## src/rtl/pipe_execute_stage_pkg.sv

```systemverilog
// Shared encodings for the Y86-64 execute stage: status codes, icodes,
// ALU functions and condition codes.
package pipe_execute_stage_pkg;

  localparam logic [2:0] SBUB = 3'd0;
  localparam logic [2:0] SAOK = 3'd1;
  localparam logic [2:0] SHLT = 3'd2;
  localparam logic [2:0] SADR = 3'd3;
  localparam logic [2:0] SINS = 3'd4;

  localparam logic [3:0] IHALT   = 4'h0;
  localparam logic [3:0] INOP    = 4'h1;
  localparam logic [3:0] IRRMOVQ = 4'h2;
  localparam logic [3:0] IIRMOVQ = 4'h3;
  localparam logic [3:0] IRMMOVQ = 4'h4;
  localparam logic [3:0] IMRMOVQ = 4'h5;
  localparam logic [3:0] IOPQ    = 4'h6;
  localparam logic [3:0] IJXX    = 4'h7;
  localparam logic [3:0] ICALL   = 4'h8;
  localparam logic [3:0] IRET    = 4'h9;
  localparam logic [3:0] IPUSHQ  = 4'hA;
  localparam logic [3:0] IPOPQ   = 4'hB;
  localparam logic [3:0] IIADDQ  = 4'hC;

  localparam logic [3:0] RNONE = 4'hF;

  typedef enum logic [1:0] {
    ALU_ADD = 2'd0,
    ALU_SUB = 2'd1,
    ALU_AND = 2'd2,
    ALU_XOR = 2'd3
  } alufun_t;

  typedef enum logic [3:0] {
    C_YES = 4'd0,
    C_LE  = 4'd1,
    C_L   = 4'd2,
    C_E   = 4'd3,
    C_NE  = 4'd4,
    C_GE  = 4'd5,
    C_G   = 4'd6
  } cond_t;

  function automatic logic is_exc(input logic [2:0] s);
    return (s == SHLT) || (s == SADR) || (s == SINS);
  endfunction

endpackage

```

## src/rtl/pipe_alu.sv

```systemverilog
// Combinational Y86 ALU: valE = aluB OP aluA with {ZF,SF,OF}.
module pipe_alu
  import pipe_execute_stage_pkg::*;
#(
  parameter int unsigned WORD_W = 64
) (
  input  logic [WORD_W-1:0] alu_a,
  input  logic [WORD_W-1:0] alu_b,
  input  alufun_t           alufun,
  output logic [WORD_W-1:0] val_e,
  output logic [2:0]        flags
);

  logic sa;
  logic sb;
  logic se;
  logic of;

  always_comb begin
    val_e = '0;
    case (alufun)
      ALU_ADD: val_e = alu_b + alu_a;
      ALU_SUB: val_e = alu_b - alu_a;
      ALU_AND: val_e = alu_b & alu_a;
      ALU_XOR: val_e = alu_b ^ alu_a;
      default: val_e = '0;
    endcase
  end

  assign sa = alu_a[WORD_W-1];
  assign sb = alu_b[WORD_W-1];
  assign se = val_e[WORD_W-1];

  always_comb begin
    of = 1'b0;
    case (alufun)
      ALU_ADD: of = (sa == sb) && (se != sb);
      ALU_SUB: of = (sa != sb) && (se != sb);
      default: of = 1'b0;
    endcase
  end

  assign flags = {(val_e == '0), se, of};

endmodule

```

## src/rtl/pipe_execute_stage.sv

```systemverilog
// Y86-64 execute stage: E pipeline register, operand/function muxes, ALU,
// gated condition-code register, branch/cmov condition and dstE cancellation.
module pipe_execute_stage
  import pipe_execute_stage_pkg::*;
#(
  parameter int unsigned WORD_W    = 64,
  parameter bit          HAS_IADDQ = 1'b1,
  parameter logic [2:0]  CC_RESET  = 3'b100
) (
  input  logic              clk,
  input  logic              reset,
  input  logic              E_stall,
  input  logic              E_bubble,
  input  logic [2:0]        d_stat,
  input  logic [3:0]        d_icode,
  input  logic [3:0]        d_ifun,
  input  logic [WORD_W-1:0] d_valC,
  input  logic [WORD_W-1:0] d_valA,
  input  logic [WORD_W-1:0] d_valB,
  input  logic [3:0]        d_dstE,
  input  logic [3:0]        d_dstM,
  input  logic [2:0]        m_stat,
  input  logic [2:0]        W_stat,
  output logic [2:0]        E_stat,
  output logic [3:0]        E_icode,
  output logic [3:0]        E_ifun,
  output logic [3:0]        E_dstM,
  output logic [WORD_W-1:0] E_valA,
  output logic [WORD_W-1:0] e_valE,
  output logic              e_cnd,
  output logic [3:0]        e_dstE,
  output logic [2:0]        cc
);

  localparam logic [WORD_W-1:0] WORD_BYTES = WORD_W'(WORD_W / 8);

  logic [WORD_W-1:0] E_valC;
  logic [WORD_W-1:0] E_valB;
  logic [3:0]        E_dstE;
  logic [WORD_W-1:0] alu_a;
  logic [WORD_W-1:0] alu_b;
  alufun_t           alufun;
  logic [2:0]        alu_flags;
  logic              is_iaddq;
  logic              set_cc;

  always_ff @(posedge clk or posedge reset) begin
    if (reset) begin
      E_stat  <= SBUB;
      E_icode <= INOP;
      E_ifun  <= 4'h0;
      E_valC  <= '0;
      E_valA  <= '0;
      E_valB  <= '0;
      E_dstE  <= RNONE;
      E_dstM  <= RNONE;
    end else if (!E_stall) begin
      if (E_bubble) begin
        E_stat  <= SBUB;
        E_icode <= INOP;
        E_ifun  <= 4'h0;
        E_valC  <= '0;
        E_valA  <= '0;
        E_valB  <= '0;
        E_dstE  <= RNONE;
        E_dstM  <= RNONE;
      end else begin
        E_stat  <= d_stat;
        E_icode <= d_icode;
        E_ifun  <= d_ifun;
        E_valC  <= d_valC;
        E_valA  <= d_valA;
        E_valB  <= d_valB;
        E_dstE  <= d_dstE;
        E_dstM  <= d_dstM;
      end
    end
  end

  assign is_iaddq = HAS_IADDQ && (E_icode == IIADDQ);

  always_comb begin
    alu_a = '0;
    alu_b = '0;
    case (E_icode)
      IRRMOVQ:                   alu_a = E_valA;
      IOPQ:    begin alu_a = E_valA; alu_b = E_valB; end
      IIRMOVQ:                   alu_a = E_valC;
      IRMMOVQ, IMRMOVQ: begin alu_a = E_valC; alu_b = E_valB; end
      ICALL, IPUSHQ:    begin alu_a = '0 - WORD_BYTES; alu_b = E_valB; end
      IRET, IPOPQ:      begin alu_a = WORD_BYTES; alu_b = E_valB; end
      IIADDQ: begin
        if (is_iaddq) begin
          alu_a = E_valC;
          alu_b = E_valB;
        end
      end
      default: begin
        alu_a = '0;
        alu_b = '0;
      end
    endcase
  end

  assign alufun = (E_icode == IOPQ) ? alufun_t'(E_ifun[1:0]) : ALU_ADD;

  pipe_alu #(
    .WORD_W (WORD_W)
  ) u_alu (
    .alu_a  (alu_a),
    .alu_b  (alu_b),
    .alufun (alufun),
    .val_e  (e_valE),
    .flags  (alu_flags)
  );

  // A bubble, or any exception already downstream, must not disturb the flags.
  assign set_cc = ((E_icode == IOPQ) || is_iaddq) && (E_stat != SBUB)
                  && !is_exc(m_stat) && !is_exc(W_stat);

  always_ff @(posedge clk or posedge reset) begin
    if (reset) begin
      cc <= CC_RESET;
    end else if (set_cc) begin
      cc <= alu_flags;
    end
  end

  always_comb begin
    e_cnd = 1'b0;
    case (E_ifun)
      C_YES:   e_cnd = 1'b1;
      C_LE:    e_cnd = (cc[1] ^ cc[0]) | cc[2];
      C_L:     e_cnd = cc[1] ^ cc[0];
      C_E:     e_cnd = cc[2];
      C_NE:    e_cnd = !cc[2];
      C_GE:    e_cnd = !(cc[1] ^ cc[0]);
      C_G:     e_cnd = !(cc[1] ^ cc[0]) && !cc[2];
      default: e_cnd = 1'b0;
    endcase
  end

  assign e_dstE = ((E_icode == IRRMOVQ) && !e_cnd) ? RNONE : E_dstE;

endmodule

```

## config.mk

```make
export PLATFORM = sky130hd
export DESIGN_NAME = pipe_execute_stage
export DESIGN_NICKNAME = d
export VERILOG_FILES = /design/src/rtl/pipe_execute_stage_pkg.sv /design/src/rtl/pipe_alu.sv /design/src/rtl/pipe_execute_stage.sv
export SDC_FILE = /design/constraint.sdc
export NUM_CORES = 1
export LEC_CHECK = 0
export CAP_MARGIN = 20
export CORE_MARGIN = 2
export CORE_UTILIZATION = 35
export CTS_BUF_LIST = sky130_fd_sc_hd__clkbuf_8
export CTS_CLUSTER_DIAMETER = 30
export DETAILED_ROUTE_END_ITERATION = 7
export PLACE_DENSITY = 0.66
export SETUP_SLACK_MARGIN = 0.4
export SLEW_MARGIN = 20
export SYNTH_ARGS = -nofsm -noshare
export SYNTH_HDL_FRONTEND = slang
export SYNTH_SLANG_ARGS = --single-unit
```

## constraint.sdc

```tcl
create_clock -name clk -period 14.08 [get_ports clk]
set_input_delay 2.816 -clock clk [delete_from_list [all_inputs] [get_ports clk]]
set_output_delay 2.816 -clock clk [all_outputs]
set_load 0.05 [all_outputs]
```

==> impl_results.rst <==
.. list-table::
   :header-rows: 1

   * - Metric
     - Value
   * - Worst voltage drop across the vdd grid
     - around 0.000064 V
   * - DRC
     - 0
   * - Top flip-flop cell by instance count after synthesis
     - sky130_fd_sc_hd__dfrtp_1
   * - Number of buffers created by CTS
     - 52
   * - Root cell of the clock tree
     - sky130_fd_sc_hd__clkbuf_8
   * - Summed negative setup slack over all endpoints
     - 0 ps
   * - Area of the core region
     - approximately 53,000 um2
   * - Clock tree from TritonCTS
     - built
   * - Nets@finish
     - approximately 2.8k
   * - Core Util, Final
     - between 40% and 50%
   * - Worst Setup Start Kind
     - flop
   * - Starting utilization of the core area
     - 35.5%
   * - Share of layout cells above drive strength 1
     - 7.27%
   * - Post-cts gate resize count
     - 0
   * - Skew final
     - 42.1 ps
   * - Chip Width
     - 236 um
   * - Aggregate routed wire length
     - between 70,000 and 80,000 um
   * - Worst hold slack across all endpoints
     - slightly below 500 ps
   * - Crit share post-route
     - 90.3%
   * - Growth of design area from synthesis to finish
     - 28.0%
   * - Total setup violations reported at the end of the flow
     - 0
   * - Maximum number of pins on one net before global-route repair
     - 150
   * - Number of standard cells after synthesis
     - 2,220
   * - Critical path data required time
     - 11,260 ps
   * - Type of the most critical hold path
     - flop to flop
   * - Top achievable clock speed
     - 0.0786 GHz
   * - Normalized max-slew margin
     - between 10% and 20%
   * - Cell types occupying the most area after synthesis
     - sky130_fd_sc_hd__dfrtp_1 (27%), sky130_fd_sc_hd__a22o_1 (9.9%), sky130_fd_sc_hd__ha_1 (8.3%)
   * - Global placement routability congestion
     - 0.962
   * - Latest clock arrival within the worst-skew pair
     - 670 ps
   * - Hold-fix buffer count after cts
     - 0
   * - Pwr Density
     - 117 nW/um2
   * - Floorplan die area
     - 55,600 um2
   * - Dominant cell by count in the synthesized netlist
     - sky130_fd_sc_hd__a22o_1
   * - Half-perimeter wire length after placement
     - a little over 60,000 um
   * - Leakage
     - 10.5 nW
   * - Worst endpoint data arrival time
     - 9900 ps
   * - Routed len/inst
     - ~24 um
   * - Final period demand of the worst path
     - 12,720 ps
   * - GRT Util Overall
     - a little over a quarter
   * - First-pass GRT wire length
     - 117,000 um
   * - Least-Margin Pin Slew
     - 1200 ps
   * - Number of antenna violations at the first check in global routing
     - 4
   * - Critical path capture point type
     - output pin
   * - RSZ-0062 raised after global routing
     - false
   * - Iteration count of the initial detailed-routing pass
     - 6
   * - Via-per-instance ratio
     - 5.93
   * - Clock-pin slew on the worst setup and hold paths
     - approximately 60 ps
   * - Pins Over Slew Limit
     - 0
   * - Number of top-level pins
     - 372
   * - Total nets after synthesis
     - 2,567
   * - Synth async-reset ratio
     - 100%
   * - Htree depth
     - 2
   * - Run status
     - finished, final reports clean
   * - Die height
     - 236 um
   * - Post-synthesis instance area
     - 18,800 um2
   * - Final hold vios
     - 0
   * - Number of DRC markers in iteration 0
     - between 1.5k and 2k
   * - Number of rows in the core area
     - 84
   * - Worst Path Max Fanout
     - 51
   * - Global-route congestion overflow total
     - 0
   * - Count of unique library cells instantiated by Yosys
     - 85
   * - Deepest clock path buffer count
     - 3
   * - Sequential fraction of the synthesis area
     - between 20 and 30%
   * - Top-area cell type share of the netlist area
     - 27.2%
   * - Max-cap violation count
     - 0
   * - Clock Sinks
     - between 200 and 250
   * - Antenna fix cells
     - 0
   * - Number of warnings printed during yosys synthesis
     - 0
   * - Most used standard cells in the synthesized netlist
     - sky130_fd_sc_hd__a22o_1 (212), sky130_fd_sc_hd__dfrtp_1 (204), sky130_fd_sc_hd__a21oi_1 (194), sky130_fd_sc_hd__nand2_1 (146), sky130_fd_sc_hd__clkbuf_1 (145)
   * - DRT antenna net count
     - 0
   * - Flop and latch count out of synthesis
     - between 200 and 250
   * - Via count of the first global-routing pass
     - 18.5k
   * - Crit Path Class
     - flop to output pin
   * - Number of flops mapped to enable cells by yosys
     - 0
   * - Mapped Avg Cell Area
     - between 8 and 9 um2
   * - Count of port buffers added during placement
     - 371
   * - Dominant cell type by area after synthesis
     - sky130_fd_sc_hd__dfrtp_1
   * - Post CTS Setup Buffer Count
     - 0
   * - Vias post-DR
     - 19.1k
## registers in the layout (all words and copies together), names as in the netlist
name and flops:
E_dstE 4, E_dstM 4, E_icode 4, E_ifun 4, E_stat 3, E_valA 64
E_valB 64, E_valC 64, cc 3
## cell type report
class	instances	area (um2)
clock buffers	58	798
clock inverters	38	434
repair buffers	396	3900
fillers	5201	28800
multi-input cells	1760	12400
flip-flops and latches	214	5370
inverters	64	253
well taps	688	861
## through the flow
stage / setup WS, ps / std cells / cell area (um2) / total power, mW
6_report: 1360 / 3218 / 24100 / 2.82
5_1_grt: 684 / 3218 / 24100 / 2.94
4_1_cts: 976 / 3218 / 24000 / 2.83
3_5_place_dp: 1750 / 3122 / 22800 / 1.94
3_3_place_gp: 2000 / 3122 / 22800 / 1.93
2_1_floorplan: 4520 / 2220 / 18800 / 1.50
## power breakdown
group	switching (mW)	internal [mW]	leakage (nW)
clock network	0.344	0.536	0.656
registers	0.0589	0.665	2.76
logic	0.784	0.436	7.04
total	1.19	1.64	10.5
## cell usage in the layout, fill, tap and decap left out, drive strengths merged, types with 14 or more instances in the layout
| master | instances |
|---|---|
| clkdlybuf4s50 | 370 |
| a22o | 212 |
| dfrtp | 204 |
| a21oi | 195 |
| nand2 | 146 |
| ha | 125 |
| nor2 | 125 |
| o21ai | 104 |
| xnor2 | 87 |
| and2 | 80 |
| inv | 75 |
| clkbuf | 58 |
| a21o | 53 |
| nor3 | 47 |
| a31oi | 46 |
| nand3b | 44 |
| mux2i | 44 |
| a211oi | 36 |
| nand3 | 29 |
| xor2 | 29 |
| a22oi | 28 |
| buf | 26 |
| nand4 | 25 |
| nor4 | 21 |
| or2 | 19 |
| nor2b | 18 |
| o221ai | 17 |
| o21a | 16 |
| o211ai | 16 |
| clkinv | 15 |
| nand2b | 14 |
| mux2 | 14 |
## worst max-delay path, stage by stage, from the launching register on
cell	delay (ps)
sky130_fd_sc_hd__dfstp_2	1100
sky130_fd_sc_hd__inv_2	530
sky130_fd_sc_hd__a22o_1	330
sky130_fd_sc_hd__a211oi_1	780
sky130_fd_sc_hd__or4b_4	580
sky130_fd_sc_hd__or3_1	450
sky130_fd_sc_hd__or4_1	750
sky130_fd_sc_hd__o31ai_1	320
sky130_fd_sc_hd__xnor2_1	110
sky130_fd_sc_hd__ha_1	400
sky130_fd_sc_hd__a21oi_1	360
sky130_fd_sc_hd__o21ai_0	330
sky130_fd_sc_hd__a2111oi_0	870
sky130_fd_sc_hd__nor3_1	310
sky130_fd_sc_hd__a21bo_2	320
sky130_fd_sc_hd__a221o_1	350
sky130_fd_sc_hd__a21oi_1	180
sky130_fd_sc_hd__xnor2_1	210
sky130_fd_sc_hd__a21o_1	170
sky130_fd_sc_hd__clkdlybuf4s50_1	800
## logic make-up after synthesis
kind of cell | synth area share [%]
xor gates and xnor gates | 5.45
buffers and inverters | 5.44
DFF | 28.6
and+or+nand+nor | 18.1
adders and majority gates | 8.48
AOI/OAI and AO/OA | 30.8
muxes | 3.18
## worst paths after layout
check                           start         end  slack (ps)  cells past startpoint
min in group asynchronous       reset   E_stat[1]        2740                      2
hold reg to reg             E_dstE[0]   E_dstE[0]         480                      2
setup / recovery           E_icode[0]  e_valE[62]        1360                     19
hold / removal              E_dstE[0]   E_dstE[0]         480                      2
setup reg to reg           E_icode[0]       cc[2]        4410                     23
max in group asynchronous       reset   E_valC[3]        9870                      3
## metal layers
metal / global-route usage (%) / wire length, um / up-vias / share of wire, %
li1: - / - / 8932 / -
met4: 7.06 / 1800 / 8 / 2.3
met1: 39.9 / 37100 / 9238 / 48
met2: 41.1 / 33300 / 815 / 43
met3: 4.60 / 5730 / 98 / 7.4
met5: 0 / 56 / - / 0.072
Note: power is estimated with default switching activity, not from simulation.
